<file path="config.mk">
export PLATFORM = sky130hd
export DESIGN_NAME = uart_transceiver
export DESIGN_NICKNAME = d
export VERILOG_FILES = /design/src/rtl/uart_pkg.sv /design/src/rtl/uart_rx_fifo.sv /design/src/rtl/uart_transceiver.sv
export SDC_FILE = /design/constraint.sdc
export NUM_CORES = 1
export LEC_CHECK = 0
export ABC_AREA = 1
export BUFFER_PORTS_ARGS = -buffer_cell sky130_fd_sc_hd__buf_4
export CAP_MARGIN = 20
export CORE_ASPECT_RATIO = 1.4
export CORE_UTILIZATION = 40
export DETAILED_ROUTE_END_ITERATION = 8
export MAX_ROUTING_LAYER = met4
export PLACE_DENSITY = 0.64
export SYNTH_ARGS = -nofsm -noshare
export SYNTH_HDL_FRONTEND = slang
export SYNTH_SLANG_ARGS = --single-unit
</file>
<file path="constraint.sdc">
create_clock -name clock -period 1.6 [get_ports clock]
set_input_delay 0.08 -clock clock [delete_from_list [all_inputs] [get_ports clock]]
set_output_delay 0.08 -clock clock [all_outputs]
set_load 0.005 [all_outputs]
</file>
<file path="src/rtl/uart_pkg.sv">
// Shared types for the UART transceiver: frame parity modes, FSM states,
// the receive FIFO entry layout and a parity helper.
package uart_pkg;

  localparam int unsigned MAX_DATA_BITS = 8;

  typedef enum logic [1:0] {
    PARITY_NONE = 2'd0,
    PARITY_EVEN = 2'd1,
    PARITY_ODD  = 2'd2
  } parity_mode_t;

  typedef enum logic [2:0] {
    TX_IDLE,
    TX_START,
    TX_DATA,
    TX_PARITY,
    TX_STOP
  } tx_state_t;

  typedef enum logic [2:0] {
    RX_IDLE,
    RX_START,
    RX_DATA,
    RX_PARITY,
    RX_STOP,
    RX_BREAK_WAIT
  } rx_state_t;

  // Payload is stored zero-extended to MAX_DATA_BITS.
  typedef struct packed {
    logic [MAX_DATA_BITS-1:0] data;
    logic                     parity_err;
    logic                     framing_err;
  } rx_entry_t;

  // Parity bit that accompanies a zero-extended payload (NONE reports even).
  function automatic logic parity_bit(input logic [MAX_DATA_BITS-1:0] d,
                                      input parity_mode_t m);
    return (m == PARITY_ODD) ? ~(^d) : ^d;
  endfunction

endpackage

</file>
<file path="src/rtl/uart_rx_fifo.sv">
// Show-ahead receive FIFO. Pointers carry one extra wrap bit so that full
// and empty are distinguishable; a push into a full FIFO only succeeds when
// a pop frees the head slot in the same cycle.
module uart_rx_fifo #(
  parameter int unsigned WIDTH = 10,
  parameter int unsigned DEPTH = 4
) (
  input  logic             clk_i,
  input  logic             rst_ni,
  input  logic             push_i,
  input  logic [WIDTH-1:0] wdata_i,
  input  logic             pop_i,
  output logic [WIDTH-1:0] rdata_o,
  output logic             full_o,
  output logic             empty_o
);

  localparam int unsigned AW = $clog2(DEPTH);

  logic [AW:0]      wr_ptr_q, wr_ptr_d;
  logic [AW:0]      rd_ptr_q, rd_ptr_d;
  logic [WIDTH-1:0] mem_q [DEPTH];
  logic             do_push, do_pop;

  // Occupancy flags, accepted operations and next pointers.
  always_comb begin
    empty_o  = (wr_ptr_q == rd_ptr_q);
    full_o   = (wr_ptr_q[AW] != rd_ptr_q[AW]) &&
               (wr_ptr_q[AW-1:0] == rd_ptr_q[AW-1:0]);
    do_pop   = pop_i && !empty_o;
    do_push  = push_i && (!full_o || do_pop);
    wr_ptr_d = do_push ? wr_ptr_q + (AW+1)'(1) : wr_ptr_q;
    rd_ptr_d = do_pop  ? rd_ptr_q + (AW+1)'(1) : rd_ptr_q;
    rdata_o  = mem_q[rd_ptr_q[AW-1:0]];
  end

  // Pointer registers.
  always_ff @(posedge clk_i or negedge rst_ni) begin
    if (!rst_ni) begin
      wr_ptr_q <= '0;
      rd_ptr_q <= '0;
    end else begin
      wr_ptr_q <= wr_ptr_d;
      rd_ptr_q <= rd_ptr_d;
    end
  end

  // Storage; contents are only observable through valid entries.
  always_ff @(posedge clk_i) begin
    if (do_push) mem_q[wr_ptr_q[AW-1:0]] <= wdata_i;
  end

endmodule

</file>
<file path="src/rtl/uart_transceiver.sv">
// Parametrised UART transceiver: TX serialiser, RX deserialiser with a
// two-flop input synchroniser, and a receive FIFO with per-entry error flags.
module uart_transceiver
  import uart_pkg::*;
#(
  parameter int unsigned  CLOCK_FREQ    = 100_000_000,
  parameter int unsigned  BAUD_RATE     = 115_200,
  parameter int unsigned  DIVISOR       = CLOCK_FREQ / BAUD_RATE,
  parameter int unsigned  DATA_BITS     = 8,
  parameter parity_mode_t PARITY        = PARITY_NONE,
  parameter int unsigned  STOP_BITS     = 1,
  parameter int unsigned  RX_FIFO_DEPTH = 4
) (
  input  logic                 clock,
  input  logic                 reset,
  input  logic                 io_tx_valid,
  output logic                 io_tx_ready,
  input  logic [DATA_BITS-1:0] io_tx_bits,
  output logic                 io_rx_valid,
  input  logic                 io_rx_ready,
  output logic [DATA_BITS-1:0] io_rx_bits,
  output logic                 io_rx_parity_error,
  output logic                 io_rx_framing_error,
  output logic                 io_rx_overrun,
  output logic                 io_out,
  input  logic                 io_in
);

  if (DIVISOR < 4) begin : g_bad_divisor
    $error("uart_transceiver: DIVISOR must be at least 4");
  end
  if (DATA_BITS < 5 || DATA_BITS > MAX_DATA_BITS) begin : g_bad_data_bits
    $error("uart_transceiver: DATA_BITS must be 5..8");
  end
  if (STOP_BITS < 1 || STOP_BITS > 2) begin : g_bad_stop_bits
    $error("uart_transceiver: STOP_BITS must be 1 or 2");
  end
  if (RX_FIFO_DEPTH < 2 || (RX_FIFO_DEPTH & (RX_FIFO_DEPTH - 1)) != 0) begin : g_bad_depth
    $error("uart_transceiver: RX_FIFO_DEPTH must be a power of 2, >= 2");
  end

  localparam int unsigned CW = $clog2(2 * DIVISOR + 1);
  localparam int unsigned BW = $clog2(MAX_DATA_BITS);
  localparam logic [CW-1:0] CNT_ONE = CW'(1);
  localparam logic [CW-1:0] DIV     = CW'(DIVISOR);
  localparam logic [CW-1:0] DIV_M1  = CW'(DIVISOR - 1);
  localparam logic [CW-1:0] HALF    = CW'(DIVISOR / 2);
  localparam logic [CW-1:0] STOP_M1 = CW'(STOP_BITS * DIVISOR - 1);
  localparam logic [BW-1:0] BIT_ONE = BW'(1);
  localparam logic [BW-1:0] LAST    = BW'(DATA_BITS - 1);

  // ---------------------------------------------------------------- TX
  tx_state_t            tx_state_q, tx_state_d;
  logic [CW-1:0]        tx_cnt_q, tx_cnt_d;
  logic [BW-1:0]        tx_bit_q, tx_bit_d;
  logic [DATA_BITS-1:0] tx_sh_q, tx_sh_d;
  logic                 tx_par_q, tx_par_d;
  logic                 tx_out_q, tx_out_d;

  // TX next state; the line level is computed for the next state so that
  // io_out comes straight from a flop.
  always_comb begin
    tx_state_d  = tx_state_q;
    tx_cnt_d    = tx_cnt_q;
    tx_bit_d    = tx_bit_q;
    tx_sh_d     = tx_sh_q;
    tx_par_d    = tx_par_q;
    io_tx_ready = 1'b0;
    unique case (tx_state_q)
      TX_IDLE: begin
        io_tx_ready = 1'b1;
        if (io_tx_valid) begin
          tx_sh_d    = io_tx_bits;
          tx_par_d   = parity_bit(MAX_DATA_BITS'(io_tx_bits), PARITY);
          tx_cnt_d   = DIV_M1;
          tx_state_d = TX_START;
        end
      end
      TX_START: begin
        if (tx_cnt_q == '0) begin
          tx_cnt_d   = DIV_M1;
          tx_bit_d   = '0;
          tx_state_d = TX_DATA;
        end else tx_cnt_d = tx_cnt_q - CNT_ONE;
      end
      TX_DATA: begin
        if (tx_cnt_q == '0) begin
          tx_cnt_d = DIV_M1;
          tx_sh_d  = tx_sh_q >> 1;
          if (tx_bit_q == LAST) begin
            if (PARITY == PARITY_NONE) begin
              tx_cnt_d   = STOP_M1;
              tx_state_d = TX_STOP;
            end else tx_state_d = TX_PARITY;
          end else tx_bit_d = tx_bit_q + BIT_ONE;
        end else tx_cnt_d = tx_cnt_q - CNT_ONE;
      end
      TX_PARITY: begin
        if (tx_cnt_q == '0) begin
          tx_cnt_d   = STOP_M1;
          tx_state_d = TX_STOP;
        end else tx_cnt_d = tx_cnt_q - CNT_ONE;
      end
      TX_STOP: begin
        if (tx_cnt_q == '0) tx_state_d = TX_IDLE;
        else tx_cnt_d = tx_cnt_q - CNT_ONE;
      end
      default: tx_state_d = TX_IDLE;
    endcase
    unique case (tx_state_d)
      TX_START:  tx_out_d = 1'b0;
      TX_DATA:   tx_out_d = tx_sh_d[0];
      TX_PARITY: tx_out_d = tx_par_d;
      default:   tx_out_d = 1'b1;
    endcase
  end

  // TX registers.
  always_ff @(posedge clock or negedge reset) begin
    if (!reset) begin
      tx_state_q <= TX_IDLE;
      tx_cnt_q   <= '0;
      tx_bit_q   <= '0;
      tx_sh_q    <= '0;
      tx_par_q   <= 1'b0;
      tx_out_q   <= 1'b1;
    end else begin
      tx_state_q <= tx_state_d;
      tx_cnt_q   <= tx_cnt_d;
      tx_bit_q   <= tx_bit_d;
      tx_sh_q    <= tx_sh_d;
      tx_par_q   <= tx_par_d;
      tx_out_q   <= tx_out_d;
    end
  end

  assign io_out = tx_out_q;

  // ---------------------------------------------------------------- RX
  logic [1:0]           sync_q;
  logic                 rxs;
  rx_state_t            rx_state_q, rx_state_d;
  logic [CW-1:0]        rx_cnt_q, rx_cnt_d;
  logic [BW-1:0]        rx_bit_q, rx_bit_d;
  logic [DATA_BITS-1:0] rx_sh_q, rx_sh_d;
  logic                 rx_par_q, rx_par_d;
  logic                 rx_push_q, rx_push_d;
  rx_entry_t            rx_ent_q, rx_ent_d;
  rx_entry_t            head;
  logic                 fifo_full, fifo_empty;

  // Two-flop synchroniser for the asynchronous RXD line (idles high).
  always_ff @(posedge clock or negedge reset) begin
    if (!reset) sync_q <= 2'b11;
    else        sync_q <= {sync_q[0], io_in};
  end

  assign rxs = sync_q[1];

  // RX next state. The counter is loaded with N and a sample is taken when
  // it reads 1, i.e. N cycles after the load: half a bit for the start-bit
  // check, then one full bit period per sample.
  always_comb begin
    rx_state_d = rx_state_q;
    rx_cnt_d   = rx_cnt_q;
    rx_bit_d   = rx_bit_q;
    rx_sh_d    = rx_sh_q;
    rx_par_d   = rx_par_q;
    rx_push_d  = 1'b0;
    rx_ent_d   = rx_ent_q;
    unique case (rx_state_q)
      RX_IDLE: begin
        if (!rxs) begin
          rx_cnt_d   = HALF;
          rx_state_d = RX_START;
        end
      end
      RX_START: begin
        if (rx_cnt_q == CNT_ONE) begin
          if (!rxs) begin
            rx_cnt_d   = DIV;
            rx_bit_d   = '0;
            rx_state_d = RX_DATA;
          end else rx_state_d = RX_IDLE;
        end else rx_cnt_d = rx_cnt_q - CNT_ONE;
      end
      RX_DATA: begin
        if (rx_cnt_q == CNT_ONE) begin
          rx_cnt_d = DIV;
          rx_sh_d  = {rxs, rx_sh_q[DATA_BITS-1:1]};
          if (rx_bit_q == LAST)
            rx_state_d = (PARITY == PARITY_NONE) ? RX_STOP : RX_PARITY;
          else rx_bit_d = rx_bit_q + BIT_ONE;
        end else rx_cnt_d = rx_cnt_q - CNT_ONE;
      end
      RX_PARITY: begin
        if (rx_cnt_q == CNT_ONE) begin
          rx_cnt_d   = DIV;
          rx_par_d   = rxs;
          rx_state_d = RX_STOP;
        end else rx_cnt_d = rx_cnt_q - CNT_ONE;
      end
      RX_STOP: begin
        if (rx_cnt_q == CNT_ONE) begin
          rx_push_d            = 1'b1;
          rx_ent_d.data        = MAX_DATA_BITS'(rx_sh_q);
          rx_ent_d.parity_err  = (PARITY != PARITY_NONE) &&
                                 (parity_bit(MAX_DATA_BITS'(rx_sh_q), PARITY) != rx_par_q);
          rx_ent_d.framing_err = !rxs;
          rx_state_d           = rxs ? RX_IDLE : RX_BREAK_WAIT;
        end else rx_cnt_d = rx_cnt_q - CNT_ONE;
      end
      RX_BREAK_WAIT: begin
        if (rxs) rx_state_d = RX_IDLE;
      end
      default: rx_state_d = RX_IDLE;
    endcase
  end

  // RX registers; the completed entry is pushed the cycle after the stop sample.
  always_ff @(posedge clock or negedge reset) begin
    if (!reset) begin
      rx_state_q <= RX_IDLE;
      rx_cnt_q   <= '0;
      rx_bit_q   <= '0;
      rx_sh_q    <= '0;
      rx_par_q   <= 1'b0;
      rx_push_q  <= 1'b0;
      rx_ent_q   <= '0;
    end else begin
      rx_state_q <= rx_state_d;
      rx_cnt_q   <= rx_cnt_d;
      rx_bit_q   <= rx_bit_d;
      rx_sh_q    <= rx_sh_d;
      rx_par_q   <= rx_par_d;
      rx_push_q  <= rx_push_d;
      rx_ent_q   <= rx_ent_d;
    end
  end

  uart_rx_fifo #(
    .WIDTH ($bits(rx_entry_t)),
    .DEPTH (RX_FIFO_DEPTH)
  ) u_rx_fifo (
    .clk_i   (clock),
    .rst_ni  (reset),
    .push_i  (rx_push_q),
    .wdata_i (rx_ent_q),
    .pop_i   (io_rx_ready),
    .rdata_o (head),
    .full_o  (fifo_full),
    .empty_o (fifo_empty)
  );

  // Head is masked while empty so the outputs never expose stale storage.
  always_comb begin
    io_rx_valid         = !fifo_empty;
    io_rx_bits          = io_rx_valid ? head.data[DATA_BITS-1:0] : '0;
    io_rx_parity_error  = io_rx_valid && head.parity_err;
    io_rx_framing_error = io_rx_valid && head.framing_err;
    io_rx_overrun       = rx_push_q && fifo_full && !io_rx_ready;
  end

endmodule

</file>
==> metrics, run 1 <==
IO Pins 27; largest net degree at the start of global routing 31; R2R Setup Slk -0.01 ns; Worst Reg-to-Reg Cells 6; Die W 101 um; most frequent cell after synthesis nand2_1; hpwl dp 8230 um; Mapped Area 5440 um^2; Initial Util 40.8%; reg2reg end u_rx_fifo.mem_q[2][2]; H-tree levels 3; routed len/inst 12.7 um; Final Hold Viols 0; failing checks setup timing; setup violators final 23; Max Freq 0.593 GHz; Final Skew 0.00804 ns; Antenna Cells 0; input/output buffers 25; post-synthesis register bit count 106; pwr dens 983 nW/um^2; YS warnings 0; Req. time, crit path 1.52 ns; Area contributors post-synth dfrtp_1, edfxtp_1, nand2_1; vias per cell 4.81; VDD IR max 543 uV; Slew Limit Fails 0; Synth Flop Type dfrtp_1; initial antenna violation count 0; Crit. End Element primary output; core region area 13300 um^2; Endpoint, Worst Hold tx_sh_q[2]; min cycle time layout 1.69 ns; Max Cap Viol 0; Syn Nets 652; CTS Buffer Depth 2; WL final 11700 um; area leader, netlist dfrtp_1; setup TNS -0.698 ns; hold_sp io_tx_bits[2]; root buffer selected by CTS clkbuf_16; cells after synthesis 627; most common library cells after synthesis nand2_1, inv_1, dfrtp_1; Site Rows 50; Hold Path Depth 3; initial DRC count 163; Worst Path Arrival 1.61 ns; crit-path max FO 3; setup slack after layout -0.0874 ns; r2r startpoint u_rx_fifo.rd_ptr_q[1]; final cell utilization of the core 53.5%; Post-DP Area 6210 um^2; Final nets 760; min-delay worst type input pin to flop; post-synth top area share 30.8%; vias in the first global route 4412; Die Height 140 um; layout cells sized above 1 32.0%; Seq/Total Area, Yosys 52.1%; Final GP Congestion 0.908; Num CTS Buffers 9; drt pass-1 iters 4; # clock sinks 106; Synth Area per Inst 8.68 um^2; Vias 4436; clock latency on the worst-skew pair 0.35 ns; Post-synth EDFFs 36; critical path's slowest cell dfrtp_1; post-route ant nets 0; Worst-path clk slew 0.08 ns; Leak 3.41 nW; status finished with violations; gr usage total 17.9%; post-route insts no fill 922; fin area 7120 um^2; Final period util 105%; first-pass GRT wire length 19400 um; post-synth cell types 41; CP max stage delay 0.43 ns; placed insts 871; Crit Path Class flop to primary output; full die area 14100 um^2; RSZ-0062 raised after global routing yes; worst path cell trace xor2_2, a21oi_4, nand2_1, nor2_1, buf_4; GRT Residual Overflow 0; DRC 0; CTS tree yes; Area Growth Syn to Fin 30.9%; CP Launch Type flop; Post-synth ARST share 66.0%
==> report_power, final <==
group | switching [mW] | total [mW] | internal, mW | leakage (nW)
Clock | 1.05 | 2.13 | 1.08 | 0.137
Combinational | 0.993 | 1.96 | 0.968 | 1.99
Sequential | 0.0685 | 2.90 | 2.84 | 1.28
==> stage by stage <==
| step | hold slack (ns) | total power, mW | worst slack (ns) |
|---|---|---|---|
| after floorplan | -0.216 | 3.69 | -0.0848 |
| after global placement | 0.0422 | 4.17 | -0.0146 |
| after detailed placement | 0.0427 | 4.23 | -0.0590 |
| after CTS | 0.00483 | 6.70 | -0.0587 |
| after global routing | 0.0150 | 7.37 | -0.168 |
| final | 0.0140 | 7.00 | -0.0874 |
==> area by class of cell <==
type,count,area [um^2]
timing repair inverter,1,6.26
multi-input combinational,423,2490
tap,182,228
timing repair buffer,109,920
clock inverter,7,60.1
clock buffer,9,225
fill,1185,6200
inverter,85,347
sequential,106,2840
==> cells in the final DEF (no fill, tap or decap), types with 10 or more instances in the layout <==
cell type	Yosys	routed
buf_4	1	87
nand2_2	7	20
nor2_1	64	53
buf_6	2	13
o21ai_1	6	15
inv_1	74	61
o21ai_0	45	35
nand2_1	168	149
edfxtp_1	36	36
ha_1	12	10
nor2_2	6	12
xor2_1	15	14
nand3_1	30	27
dfrtp_1	67	62
inv_2	8	17
==> timing repair <==
item | in CTS | in global routing
buffers inserted | 11 | 16
setup endpoints to repair | 20 | 95
hold buffers | 6 | 0
gates cloned | 1 | 1
pin swaps | 7 | 29
resized for setup | 22 | 92
hold endpoints to repair | 41 | 0
==> how the worst max path moves through the flow <==
stage / startpoint / slack (ns) / depth (start not counted) / to
after global routing: u_rx_fifo.rd_ptr_q[1] / -0.17 / 6 / io_rx_framing_error
after CTS: u_rx_fifo.rd_ptr_q[0] / -0.06 / 7 / io_rx_bits[7]
final: u_rx_fifo.rd_ptr_q[1] / -0.09 / 5 / io_rx_overrun
after detailed placement: rx_cnt_q[0] / -0.06 / 11 / rx_cnt_q[8]
after global placement: rx_cnt_q[0] / -0.01 / 11 / rx_cnt_q[8]
after floorplan: u_rx_fifo.rd_ptr_q[0] / -0.08 / 6 / u_rx_fifo.mem_q[0][0]
==> cells by family (layout without fill, tap and decap cells) <==
| family | after synthesis | count (layout) | share of synthesized area, % |
|---|---|---|---|
| AND/OR/NAND/NOR | 305 | 306 | 24.7 |
| flip-flops | 106 | 106 | 52.1 |
| buffers and inverters | 99 | 211 | 7.40 |
| AO/OA/AOI/OAI | 83 | 83 | 9.52 |
| XOR/XNOR | 21 | 21 | 3.38 |
| adder cells (fa/ha/maj) | 12 | 12 | 2.76 |
| other | 1 | 1 | 0.0689 |
==> metal layers <==
layer / GRT usage [%] / part of all wire (%) / up-vias
met2: 33.2 / 56 / 60
met4: 7.02 / 2.0 / 0
li1: - / - / 2245
met5: - / 0 / -
met3: 2.99 / 1.9 / 20
met1: 18.6 / 40 / 2111
==> critical path, delay by kind of cell, from the launching register on <==
kind                   cells  cell delay [ns]
buffers and inverters      1             0.13
AO/OA/AOI/OAI              1             0.23
XOR/XNOR                   1             0.20
flip-flops                 1             0.43
AND/OR/NAND/NOR            2             0.26
==> flip-flops by register name (all words and copies together), names as in the netlist <==
signal,cells
io_out,1
rx_bit_q,3
rx_cnt_q,11
rx_ent_q,9
rx_push_q,1
rx_sh_q,8
rx_state_q,3
sync_q,2
tx_bit_q,3
tx_cnt_q,11
tx_par_q,1
tx_sh_q,8
tx_state_q,3
u_rx_fifo.mem_q,36
u_rx_fifo.rd_ptr_q,3
u_rx_fifo.wr_ptr_q,3
(Power assumes the default switching activity.)
==> run 2: changes to the inputs <==
--- a/config.mk
+++ b/config.mk
@@ -9,10 +9,10 @@
 export BUFFER_PORTS_ARGS = -buffer_cell sky130_fd_sc_hd__buf_4
 export CAP_MARGIN = 20
 export CORE_ASPECT_RATIO = 1.4
-export CORE_UTILIZATION = 40
+export CORE_UTILIZATION = 45
 export DETAILED_ROUTE_END_ITERATION = 8
 export MAX_ROUTING_LAYER = met4
-export PLACE_DENSITY = 0.64
+export PLACE_DENSITY = 0.7
 export SYNTH_ARGS = -nofsm -noshare
 export SYNTH_HDL_FRONTEND = slang
 export SYNTH_SLANG_ARGS = --single-unit
==> run 2 against run 1 <==
Against the previous run:
- the flow still finishes with violations (setup timing)
- utilization increased by 6.6 points
- clock skew grew 0.0018 ns
- total power is 1.3% higher
- hold slack worse by 0.0024 ns
- die area down 11%
- sequential share of layout area grew 0.10 points
- combinational power up 3%
- via count fell by 0.18%
- count of clock-buffer cells in the layout is 1 higher
==> metrics, run 2 (synthesized netlist as in run 1, its figures left out) <==
Clock Power Share 30.8%; Pint 4.96 mW; post-route ant nets 0; Vias 4428; min cycle time layout 1.75 ns; commonest non-fill, non-tap cell in the layout nand2_1; FILL cells 981; initial DRC count 247; WL final 12300 um; Final nets 749; setup violators final 37; largest net degree at the start of global routing 38; Crit. End Element primary output; CTS Buffer Depth 2; storage element area 2840 um^2; root buffer selected by CTS clkbuf_16; crit-path max FO 7; Die W 94.9 um; status finished with violations; Initial Util 46.0%; VDD IR max 679 uV; CP Launch Type flop; core region area 11800 um^2; pre-CTS setup slack -0.0343 ns; Final period util 109%; first-pass GRT wire length 18900 um; Final Hold Viols 0; Least-Margin Pin Slew 0.502 ns; area of the multi-input gates 2520 um^2; pwr dens 998 nW/um^2; drt pass-1 iters 4; min-delay worst type input pin to flop; Post-DP Area 6080 um^2; failing checks setup timing; sw power 2.12 mW; Num CTS Buffers 9; Overall Power 7.09 mW; switching fraction of total power 30.0%; Max Cap Viol 0; Antenna Cells 0; final cell utilization of the core 60.1%; vias per cell 5.05; layout cells sized above 1 30.5%; H-tree levels 3; gr usage total 19.9%; # clock sinks 106; Worst-path clk slew 0.07 ns; Area Growth Syn to Fin 30.5%; Worst Path Arrival 1.67 ns; Leak 3.41 nW; CTS tree yes; Flop pwr share 40.9%; Die Height 132 um; clock latency on the worst-skew pair 0.35 ns; hpwl dp 7960 um; relative slew slack 66.5%; most frequent cells in the layout nand2_1, buf_4, inv_1, dfrtp_1, nor2_1; initial antenna violation count 0; routed len/inst 14.1 um; IO Pins 27; Max Freq 0.571 GHz; GRT Residual Overflow 0; vias in the first global route 4317; Final GP Congestion 0.851; max reg flops 36; fin area 7100 um^2; Final Skew 0.00988 ns; Req. time, crit path 1.52 ns; Site Rows 47; proportion of power drawn by combinational gates 28.3%; DRC 0; setup slack after layout -0.151 ns; input/output buffers 25; Slew Limit Fails 0; RSZ-0062 raised after global routing yes; full die area 12500 um^2; Crit Path Class flop to primary output
-- run 2: metrics by stage --
step | hold WS, ns | std cells | TNS, ns
6_report | 0.0116 | 876 | -1.35
5_1_grt | 0.0244 | 876 | -4.40
4_1_cts | 0.00694 | 852 | -0.602
3_5_place_dp | 0.0844 | 823 | -0.0672
3_3_place_gp | 0.0815 | 823 | 0
2_1_floorplan | -0.216 | 627 | -2.29
-- run 2: path summary, 6_finish.rpt --
kind / startpoint / end / slack [ns] / cells after the start
min in group asynchronous: reset / rx_ent_q[8] / 0.24 / 2
min: io_tx_bits[3] / tx_sh_q[3] / 0.01 / 3
max in group asynchronous: reset / u_rx_fifo.rd_ptr_q[0] / 0.77 / 3
min reg2reg: sync_q[0] / sync_q[1] / 0.37 / 0
max: u_rx_fifo.rd_ptr_q[0] / io_rx_bits[2] / -0.15 / 8
max reg2reg: u_rx_fifo.rd_ptr_q[0] / u_rx_fifo.mem_q[3][4] / -0.02 / 7
-- run 2: final cells by class --
type	count	share of cell area (%)
Clock inverter	6	0.740
Inverter	85	4.95
Sequential cell	106	40.0
Timing Repair inverter	1	0.0881
Multi-Input combinational cell	423	35.4
Clock buffer	10	3.37
Timing Repair Buffer	98	12.8
Tap cell	147	2.59
-- run 2: layer usage --
layer  routed length (um)  up-vias  track usage [%]
met4                  348        0             8.92
met3                  215       24             3.00
met2                 7040       65             35.9
met1                 4750     2121             20.8
met5                    0        -                -
li1                     -     2218                -
-- run 2: repair_timing --
action,4_1_cts,5_1_grt
endpoints found under the hold margin,38,0
gates resized for setup,25,98
gates cloned,1,5
pin swaps,6,33
buffers inserted,6,21
hold buffers,6,0
setup endpoints to repair,27,100
-- run 2: worst max-delay path: stages, from the launching register on --
cell and delay, ns:
dfrtp_2 0.46, inv_4 0.12, buf_8 0.15, buf_8 0.13, nor2_2 0.04, o32ai_2 0.15
nand2_1 0.09, inv_1 0.07, buf_4 0.10
-- run 2: power groups by stage --
| stage | clock network [mW] | logic [mW] | registers, mW |
|---|---|---|---|
| 2_1_floorplan | 0 | 0.777 | 2.92 |
| 3_3_place_gp | 0 | 1.22 | 2.93 |
| 3_5_place_dp | 0 | 1.27 | 2.93 |
| 4_1_cts | 2.22 | 1.54 | 2.89 |
| 5_1_grt | 2.32 | 2.20 | 2.90 |
| 6_report | 2.18 | 2.01 | 2.90 |
==> run 3: changes to the inputs <==
--- a/config.mk
+++ b/config.mk
@@ -8,11 +8,13 @@
 export ABC_AREA = 1
 export BUFFER_PORTS_ARGS = -buffer_cell sky130_fd_sc_hd__buf_4
 export CAP_MARGIN = 20
+export CELL_PAD_IN_SITES_DETAIL_PLACEMENT = 0
+export CELL_PAD_IN_SITES_GLOBAL_PLACEMENT = 1
 export CORE_ASPECT_RATIO = 1.4
-export CORE_UTILIZATION = 45
+export CORE_UTILIZATION = 42
 export DETAILED_ROUTE_END_ITERATION = 8
 export MAX_ROUTING_LAYER = met4
-export PLACE_DENSITY = 0.7
+export PLACE_DENSITY = 0.81
 export SYNTH_ARGS = -nofsm -noshare
 export SYNTH_HDL_FRONTEND = slang
 export SYNTH_SLANG_ARGS = --single-unit
==> constraint.sdc (replaced) <==
create_clock -name clock -period 1.6 [get_ports clock]
set_input_delay 0.4 -clock clock [delete_from_list [all_inputs] [get_ports clock]]
set_output_delay 0.4 -clock clock [all_outputs]
set_load 0.005 [all_outputs]
==> run 3 against run 2 <==
Against the previous run:
- the run still ends with setup timing left
- sequential power about the same
- critical path depth down 1
- total power down 7.8%
- first-iteration DRC count down 37%
- die area up 7.0%
- count of clock-buffer cells in the layout down 1
- utilization down 3.5 points
- worst setup slack worse by 0.17 ns
- routed wire length down 13%
- critical endpoint is now io_rx_bits[4]
- largest power group unchanged
- highest routed layer unchanged
==> metrics, run 3 (synthesized netlist as in run 1, its figures left out) <==
worst path cell trace inv_2, buf_12, nor2_1, o32ai_1, nand2_1, inv_1, buf_4; M1 wire length 4410 um; Die Height 137 um; layout cells sized above 1 30.8%; initial antenna violation count 0; pwr dens 925 nW/um^2; Slew Limit Fails 0; Antenna Cells 0; Vias 4320; Final GP Congestion 0.822; core region area 12500 um^2; Max Freq 0.521 GHz; Worst Path Buf+Inv 4; CTS tree yes; RSZ-0062 raised after global routing yes; post-route ant nets 0; max reg flops 36; final cell utilization of the core 56.6%; Req. time, crit path 1.20 ns; CP max stage delay 0.42 ns; Final nets 756; Final Hold Viols 0; setup violators final 16; CP Launch Type flop; critical path's top delay family flip-flops; Worst-path clk slew 0.07 ns; setup TNS -3.26 ns; largest net degree at the start of global routing 32; pre-CTS setup slack -0.0255 ns; Area Growth Syn to Fin 29.9%; Fin Hold WS 0.160 ns; initial DRC count 156; failing checks setup timing; input/output buffers 25; Max Cap Viol 0; IO Pins 27; CTS Buffer Depth 2; commonest non-fill, non-tap cell in the layout nand2_1; hpwl dp 7900 um; Num CTS Buffers 9; Worst Path Arrival 1.52 ns; met3 wire len 173 um; uppermost layer routed met4; Final Skew 0.00895 ns; full die area 13400 um^2; crit-path max FO 19; setup slack after layout -0.321 ns; critical path's slowest cell dfrtp_1; Overall Power 6.54 mW; GRT Residual Overflow 0; routed len/inst 12.1 um; root buffer selected by CTS clkbuf_16; Die W 98.2 um; most frequent cells in the layout nand2_1, buf_4, inv_1, dfrtp_1, nor2_1; vias in the first global route 4145; H-tree levels 3; Crit Path Class flop to primary output; DRC 0; WL met2 5860 um; vias per cell 4.88; drt pass-1 iters 6; Initial Util 43.6%; first-pass GRT wire length 17800 um; clock latency on the worst-skew pair 0.35 ns; min cycle time layout 1.92 ns; WL final 10700 um; VDD IR max 546 uV; gr usage total 17.3%; Final period util 120%; Site Rows 48; Crit. End Element primary output; status finished with violations; min-delay worst type input pin to flop; # clock sinks 106; Leak 3.40 nW
[run 3: cell type report]
class,instances,area (um^2)
Clock buffer,9,225
Clock inverter,7,80.1
Fill cell,1123,5420
Inverter,85,352
Multi-Input combinational cell,422,2480
Sequential cell,106,2840
Tap cell,150,188
Timing Repair Buffer,106,897
Timing Repair inverter,1,8.76
[run 3: per-layer routing]
layer,vias up,GRT usage [%]
li1,2236,-
met1,2018,17.9
met2,47,31.8
met3,19,2.60
met4,0,8.79
met5,-,-
[run 3: what timing repair did]
action                                  4_1_cts  5_1_grt
pin swaps                                     1       13
gates cloned                                  0        1
resized for setup                             9       87
endpoints found under the setup margin       12      103
setup buffers                                 1       16
endpoints found under the hold margin        24        0
hold buffers                                  1        0
[run 3: worst paths after layout]
check                                       from                     to  slack (ns)  cells past startpoint
max                        u_rx_fifo.rd_ptr_q[0]          io_rx_bits[4]       -0.32                      7
min                                        io_in              sync_q[0]        0.16                      1
max reg2reg                          tx_cnt_q[0]            tx_cnt_q[4]       -0.05                     12
min reg2reg                            sync_q[0]              sync_q[1]        0.36                      0
max in group asynchronous                  reset          rx_state_q[0]        0.58                      3
min in group asynchronous                  reset  u_rx_fifo.rd_ptr_q[2]        0.52                      2
[run 3: worst reg2reg max path, cell delays in order, from the launching register on]
cell	delay (ns)
dfrtp_1	0.40
inv_2	0.09
ha_4	0.15
nand2_4	0.06
nor2_4	0.17
nand2_4	0.09
clkinv_4	0.09
nand2_8	0.07
nand2_8	0.09
clkinv_8	0.08
buf_12	0.14
o21ai_2	0.04
nand2_1	0.06
[run 3: power breakdown]
| part | internal, mW | switching, mW |
|---|---|---|
| clock network | 1.12 | 1.08 |
| registers | 2.83 | 0.0419 |
| logic | 0.709 | 0.763 |
| total | 4.66 | 1.88 |
[run 3: stage by stage]
stage / instance area [um^2] / std cells
finish: 7070 / 886
global route: 7070 / 886
CTS: 6640 / 869
detailed placement: 6280 / 851
global placement: 6280 / 851
floorplan: 5470 / 627
